$ cat config.mk
export PLATFORM = sky130hd
export DESIGN_NAME = serial_divider
export DESIGN_NICKNAME = d
export VERILOG_FILES = /design/src/rtl/serial_divider_pkg.sv /design/src/rtl/subtract_step.sv /design/src/rtl/serial_divider.sv
export SDC_FILE = /design/constraint.sdc
export NUM_CORES = 1
export LEC_CHECK = 0
export CORE_ASPECT_RATIO = 0.9
export CORE_UTILIZATION = 40
export DETAILED_ROUTE_END_ITERATION = 10
export SLEW_MARGIN = 5
export SYNTH_ARGS = -nofsm -noshare
export SYNTH_HDL_FRONTEND = slang
export SYNTH_HIERARCHICAL = 1
export SYNTH_SLANG_ARGS = --single-unit
$ cat constraint.sdc
create_clock -name CLK100MHZ -period 2 [get_ports CLK100MHZ]
set_input_delay 0.4 -clock CLK100MHZ [delete_from_list [all_inputs] [get_ports CLK100MHZ]]
set_output_delay 0.4 -clock CLK100MHZ [all_outputs]
set_load 0.05 [all_outputs]
$ cat src/rtl/serial_divider_pkg.sv
// Shared definitions for the serial divider.
//   DEFAULT_WIDTH : default operand/result width
//   state_e       : controller states with fixed 2-bit encoding
//   cnt_width()   : bit counter width, clog2(width) but never below 1
package serial_divider_pkg;

  localparam int unsigned DEFAULT_WIDTH = 4;

  typedef enum logic [1:0] {
    IDLE = 2'b00,
    RUN  = 2'b01,
    FIN  = 2'b10
  } state_e;

  function automatic int unsigned cnt_width(input int unsigned width);
    return (width > 1) ? $clog2(width) : 1;
  endfunction

endpackage

$ cat src/rtl/subtract_step.sv
// One restoring-division trial subtraction on WIDTH+1 bits.
//   minuend    : shifted partial remainder
//   subtrahend : zero-extended divisor
//   diff       : minuend - subtrahend (modulo 2^(WIDTH+1))
//   borrow     : high when subtrahend > minuend
module subtract_step
  import serial_divider_pkg::*;
#(
  parameter int unsigned WIDTH = DEFAULT_WIDTH
) (
  input  logic [WIDTH:0] minuend,
  input  logic [WIDTH:0] subtrahend,
  output logic [WIDTH:0] diff,
  output logic           borrow
);

  always_comb begin
    {borrow, diff} = {1'b0, minuend} - {1'b0, subtrahend};
  end

endmodule

$ cat src/rtl/serial_divider.sv
// Unsigned restoring divider, one quotient bit per clock, MSB first.
//   CLK100MHZ  : clock, rising edge
//   CPU_RESETN : synchronous active-low reset
//   START      : request, only looked at in IDLE
//   A, B       : dividend / divisor, captured when START is accepted
//   Q, R       : registered quotient / remainder, held between results
//   BUSY       : high while iterating (RUN)
//   DONE       : one-cycle pulse while Q/R/DZ present a fresh result (FIN)
//   DZ         : last result was a divide by zero (Q = all ones, R = A)
module serial_divider
  import serial_divider_pkg::*;
#(
  parameter int unsigned WIDTH = DEFAULT_WIDTH
) (
  input  logic             CLK100MHZ,
  input  logic             CPU_RESETN,
  input  logic             START,
  input  logic [WIDTH-1:0] A,
  input  logic [WIDTH-1:0] B,
  output logic [WIDTH-1:0] Q,
  output logic [WIDTH-1:0] R,
  output logic             BUSY,
  output logic             DONE,
  output logic             DZ
);

  localparam int unsigned    cnt_w    = cnt_width(WIDTH);
  localparam logic [cnt_w-1:0] cnt_init = cnt_w'(WIDTH - 1);

  state_e           state_q, state_d;
  logic [WIDTH-1:0] dividend_q, dividend_d;
  logic [WIDTH-1:0] divisor_q, divisor_d;
  logic [WIDTH-1:0] rem_q, rem_d;
  logic [cnt_w-1:0] cnt_q, cnt_d;
  logic [WIDTH-1:0] q_q, q_d;
  logic [WIDTH-1:0] r_q, r_d;
  logic             dz_q, dz_d;

  // Datapath for one RUN step
  logic [WIDTH:0]   shifted;
  logic [WIDTH:0]   diff;
  logic             borrow;
  logic             q_bit;
  logic [WIDTH-1:0] rem_step;
  logic [WIDTH-1:0] dividend_step;
  logic             unused_diff_msb;

  assign shifted = {rem_q, dividend_q[WIDTH-1]};

  subtract_step #(
    .WIDTH(WIDTH)
  ) u_subtract_step (
    .minuend   (shifted),
    .subtrahend({1'b0, divisor_q}),
    .diff      (diff),
    .borrow    (borrow)
  );

  assign q_bit    = ~borrow;
  // Without a borrow the difference is below the divisor, so its MSB is always zero.
  assign rem_step = borrow ? shifted[WIDTH-1:0] : diff[WIDTH-1:0];
  assign unused_diff_msb = diff[WIDTH];

  // The dividend register doubles as the quotient accumulator: consumed dividend bits
  // leave at the top while quotient bits enter at the bottom.
  assign dividend_step = (dividend_q << 1) | WIDTH'(q_bit);

  always_ff @(posedge CLK100MHZ) begin
    if (!CPU_RESETN) begin
      state_q    <= IDLE;
      dividend_q <= '0;
      divisor_q  <= '0;
      rem_q      <= '0;
      cnt_q      <= '0;
      q_q        <= '0;
      r_q        <= '0;
      dz_q       <= 1'b0;
    end else begin
      state_q    <= state_d;
      dividend_q <= dividend_d;
      divisor_q  <= divisor_d;
      rem_q      <= rem_d;
      cnt_q      <= cnt_d;
      q_q        <= q_d;
      r_q        <= r_d;
      dz_q       <= dz_d;
    end
  end

  always_comb begin
    state_d    = state_q;
    dividend_d = dividend_q;
    divisor_d  = divisor_q;
    rem_d      = rem_q;
    cnt_d      = cnt_q;
    q_d        = q_q;
    r_d        = r_q;
    dz_d       = dz_q;

    case (state_q)
      IDLE: begin
        if (START) begin
          if (B == '0) begin
            // Divide by zero skips iteration and publishes straight away.
            state_d = FIN;
            q_d     = '1;
            r_d     = A;
            dz_d    = 1'b1;
          end else begin
            state_d    = RUN;
            dividend_d = A;
            divisor_d  = B;
            rem_d      = '0;
            cnt_d      = cnt_init;
          end
        end
      end
      RUN: begin
        rem_d      = rem_step;
        dividend_d = dividend_step;
        if (cnt_q == '0) begin
          state_d = FIN;
          q_d     = dividend_step;
          r_d     = rem_step;
          dz_d    = 1'b0;
        end else begin
          cnt_d = cnt_q - cnt_w'(1);
        end
      end
      FIN: begin
        state_d = IDLE;
      end
      default: begin
        state_d = IDLE;
      end
    endcase
  end

  assign Q    = q_q;
  assign R    = r_q;
  assign DZ   = dz_q;
  assign BUSY = (state_q == RUN);
  assign DONE = (state_q == FIN);

endmodule

==> results of run 1 <==
==> routing by layer <==
| metal | GRT usage (%) | wire length (um) |
|---|---|---|
| met1 | 24.3 | 1370 |
| met2 | 30.1 | 1370 |
| met3 | 4.88 | 211 |
| met4 | 6.31 | 32 |
| met5 | 0 | 0 |
==> sequential cells by signal (all words and copies together) (netlist names) <==
| signal | cells |
|---|---|
| cnt_q | 2 |
| rem_q | 4 |
| DZ | 1 |
| R | 4 |
| state_q | 2 |
| dividend_q | 4 |
| Q | 4 |
| divisor_q | 4 |
==> metrics by stage <==
stage	instance area, sq um	TNS, ns
5_1_grt	1690	-0.00359
3_3_place_gp	1630	0
6_report	1690	0
4_1_cts	1670	0
2_1_floorplan	1330	0
3_5_place_dp	1630	-0.0324
==> path summary, 6_finish.rpt <==
check,slack [ns],to,start
min reg2reg,0.48,cnt_q[0],cnt_q[0]
min,0.48,cnt_q[0],cnt_q[0]
max,0.16,R[0],R[0]
max reg2reg,0.16,R[1],rem_q[1]
==> layout make-up <==
class	count	area [sq um]	share of cell area (%)
Clock inverter	1	5.00	0.295
Tap cell	42	52.6	3.10
Clock buffer	3	41.3	2.44
Multi-Input combinational cell	105	748	44.2
Inverter	12	45.0	2.66
Timing Repair Buffer	32	300	17.7
Sequential cell	25	502	29.6
==> where the power goes <==
| group | switching [uW] | total [uW] | internal (uW) |
|---|---|---|---|
| sequential | 28.9 | 569 | 541 |
| combinational | 225 | 394 | 169 |
| clock | 165 | 305 | 140 |
==> what timing repair did <==
| item | CTS | global route |
|---|---|---|
| gates resized for setup | 0 | 5 |
| hold buffers | 0 | 0 |
| buffers inserted | 0 | 1 |
| setup endpoints to repair | 0 | 8 |
==> reports/results.txt, run 1 <==
antenna violations before repair: 0
Post-DP HPWL: 2190 um
clock transition at the registers of the reported paths: 0.09 ns
drc violations: 0
Lkg Pwr: 0.000675 uW
Cell Rows: 19
WL/cell: 13.6 um
commonest cells after routing, fill and taps aside: dfxtp_1, clkdlybuf4s50_1, a21oi_1, buf_4, inv_1
Peak VDD IR: 0.000527 V
Inserted Clock Buffers: 3
Via density: 5.56
cell breakdown of the critical path: clkdlybuf4s50_1
Final setup viols: 0
hold path depth: 2
Filler Cells Inserted: 303
status: complete, no violations
vias in the first global route: 1115
I/O pin count: 22
core area: 3110 sq um
Final Max Tran Viols: 0
die area: 3560 sq um
Area growth syn-to-layout: 27.5%
Vias: 1224
Critical Path End Type: output pin
most common cell after layout, fill and taps aside: dfxtp_1
setup ws final: 0.159 ns
placed cell count: 215
antenna diode count: 0
Synthesized Nets: 170
ratio of cells with drive above 1 in the final layout: 18.0%
Total GRT Usage: 18.8%
PwrDens: 749 nW/um^2
critical path's largest stage delay: 0.80 ns
CP arrival: 1.44 ns
synthesized instance count: 152
clock buffer depth: 2
antenna-violating nets left: 0
final wirelength: 2990 um
grt total ovfl: 0
Die Wd: 62.8 um
Tcrit/Tclk final: 92.1%
syn_area_per_cell: 8.74 sq um
Post-Route Utilization: 54.4%
CP startpoint kind: flip-flop
Peak Freq: 543 MHz
minimum clock period: 1.84 ns
Pwr Total: 1270 uW
fin cells: 220
Setup Crit Path Kind: flip-flop to output pin
Critical Path RT: 1.60 ns
hold violation count in the final report: 0
DR iter-0 viols: 61
clk_lat worst skew: 0.27 ns
Max-Cap Viols: 0
Max-slew headroom: 66.6%
Worst Path Buf+Inv: 1
skew final: 0.00926 ns
largest net degree at the start of global routing: 17
R2R depth: 8
die height: 56.7 um
H-tree Lvls: 1
CP Depth: 1
Layout Nets: 197
Crit-path slowest cell: clkdlybuf4s50_1
worst slack, placed: -0.0219 ns
Initial Util: 42.7%
Crit Path Max Fanout: 2
synth warn: 6
clock sink count: 25
clk root buf: clkbuf_8
Placer Congestion: 0.824
PortBufs: 21
Hold WC Path Type: flip-flop to flip-flop
drt pass-1 iters: 4
CTS tree: yes
delay-heaviest family, CP: buffers and inverters
first-pass GRT wire length: 5160 um
WHS: 0.483 ns
Worst Tran Pin Value: 0.499 ns
Mapped Area: 1330 sq um
Power figures use the tool's default switching activity.
==> run 2: changes to the inputs <==
--- a/config.mk
+++ b/config.mk
@@ -8,6 +8,8 @@
 export CORE_ASPECT_RATIO = 0.9
 export CORE_UTILIZATION = 40
 export DETAILED_ROUTE_END_ITERATION = 10
+export HOLD_SLACK_MARGIN = 0.08
+export PLACE_DENSITY = 0.62
 export SLEW_MARGIN = 5
 export SYNTH_ARGS = -nofsm -noshare
 export SYNTH_HDL_FRONTEND = slang
==> constraint.sdc (replaced) <==
create_clock -name CLK100MHZ -period 2.2 [get_ports CLK100MHZ]
set_input_delay 0.44 -clock CLK100MHZ [delete_from_list [all_inputs] [get_ports CLK100MHZ]]
set_output_delay 0.44 -clock CLK100MHZ [all_outputs]
set_load 0.05 [all_outputs]
==> run 2 against run 1 <==
Register-to-register slack better by 0.14 ns. Critical path depth up 8. Clock skew down 0.0076 ns. Via count down 4.4%. Combinational power down 13%. Clock power down 12%. Sequential cell count unchanged. Clock-buffer cell count up 1. Routed wire length up 2.6%. Critical path type is now flip-flop to flip-flop.
==> reports/results.txt, run 2 (synthesized netlist as in run 1, its figures left out) <==
antenna violations before repair: 0
I/O pin count: 22
grt total ovfl: 0
Tcrit/Tclk final: 86.3%
clock transition at the registers of the reported paths: 0.08 ns
CTS tree: yes
Layout Nets: 192
Critical Path End Type: flip-flop
WL/cell: 14.2 um
CP arrival: 2.04 ns
commonest cells after routing, fill and taps aside: dfxtp_1, clkdlybuf4s50_1, a21oi_1, inv_1
Pint: 762 uW
Setup Fix Bufs, Post-CTS: 0
register-to-register setup slack: 0.30 ns
Sw Share: 32.5%
CTS-repair resized insts: 0
Peak VDD IR: 0.000458 V
combinational power share: 30.3%
Cell Rows: 19
Hold WC Path Type: flip-flop to flip-flop
largest net degree at the start of global routing: 17
Critical Path RT: 2.34 ns
critical path's largest stage delay: 0.35 ns
sequential power share: 45.9%
WHS: 0.482 ns
ratio of cells with drive above 1 in the final layout: 12.7%
vias in the first global route: 1166
Peak Freq: 527 MHz
Area growth syn-to-layout: 23.6%
area of the multi-input gates: 737 sq um
Max-slew headroom: 65.9%
placed cell count: 211
Total GRT Usage: 18.8%
clock sink count: 25
placed cell area: 1600 sq um
Post-DP HPWL: 2280 um
Crit-path slowest cell: mux2_2
drc violations: 0
cell breakdown of the critical path: inv_1 > ha_1 > o21ai_0 > a21oi_1 > o22ai_1 > buf_4 > mux2_2 > nor2_1 > o31ai_1
clock buffer depth: 2
PwrDens: 687 nW/um^2
Lkg Pwr: 0.000645 uW
Max-Cap Viols: 0
Post-CTS Hold Fix Bufs: 0
status: complete, no violations
Placer Congestion: 0.807
first-pass GRT wire length: 5310 um
final wirelength: 3060 um
antenna diode count: 0
Vias: 1170
die area: 3560 sq um
setup ws final: 0.302 ns
Crit Path Max Fanout: 6
Inserted Clock Buffers: 3
Final setup viols: 0
Final TNS setup: 0 ns
Final Max Tran Viols: 0
CP startpoint kind: flip-flop
RSZ-0062 raised after global routing: no
DR iter-0 viols: 38
FF/Latch Area: 500 sq um
clk root buf: clkbuf_8
worst slack, placed: 0.133 ns
fin cells: 215
Setup Crit Path Kind: flip-flop to flip-flop
H-tree Lvls: 1
Die Wd: 62.8 um
Via density: 5.44
die height: 56.7 um
drt pass-1 iters: 4
Filler Cells Inserted: 294
antenna-violating nets left: 0
core area: 3110 sq um
Initial Util: 42.7%
hold violation count in the final report: 0
part of the power in the clock network: 23.8%
most common cell after layout, fill and taps aside: dfxtp_1
Net Switching: 367 uW
skew final: 0.00169 ns
clk_lat worst skew: 0.26 ns
final instance area: 1640 sq um
Worst Tran Pin Value: 0.510 ns
minimum clock period: 1.90 ns
PortBufs: 21
run 2: area by class of cell:
type                    count  share of cell area, %
well taps                  42                   3.20
repair buffers             27                   16.0
flip-flops and latches     25                   30.5
clock buffers               4                   2.74
multi-input cells         105                   44.9
inverters                  12                   2.74
run 2: through the flow:
stage / utilization, % / total power (uW)
finish: 52.8 / 1130
global placement: 51.3 / 861
global route: 52.8 / 1190
detailed placement: 51.3 / 870
floorplan: - / 758
CTS: 52.8 / 1140
run 2: final timing paths:
kind | start | to | cells after the start
setup / recovery | divisor_q[2] | R[1] | 9
hold / removal | Q[3] | Q[3] | 1
setup reg to reg | divisor_q[2] | R[1] | 9
hold reg to reg | Q[3] | Q[3] | 1
run 2: critical path: cells and delay by family, from the launching register on:
family / cells / cell delay, ns
AO/OA/AOI/OAI: 4 / 0.44
multiplexers: 1 / 0.35
flip-flops: 1 / 0.34
adder cells (fa/ha/maj): 1 / 0.31
buffers and inverters: 2 / 0.23
AND/OR/NAND/NOR: 1 / 0.12
run 2: power by group through the flow:
stage | Clock, uW | Sequential [uW] | Combinational [uW]
2_1_floorplan | 0 | 568 | 190
3_3_place_gp | 0 | 527 | 334
3_5_place_dp | 0 | 529 | 341
4_1_cts | 275 | 518 | 343
5_1_grt | 292 | 523 | 376
6_report | 269 | 518 | 342
run 2: layer usage:
metal,up-vias,wire length (um),GRT usage (%)
li1,591,-,-
met1,556,1560,24.5
met2,21,1380,30.7
met3,2,105,4.07
met4,0,15,5.65
met5,-,0,0
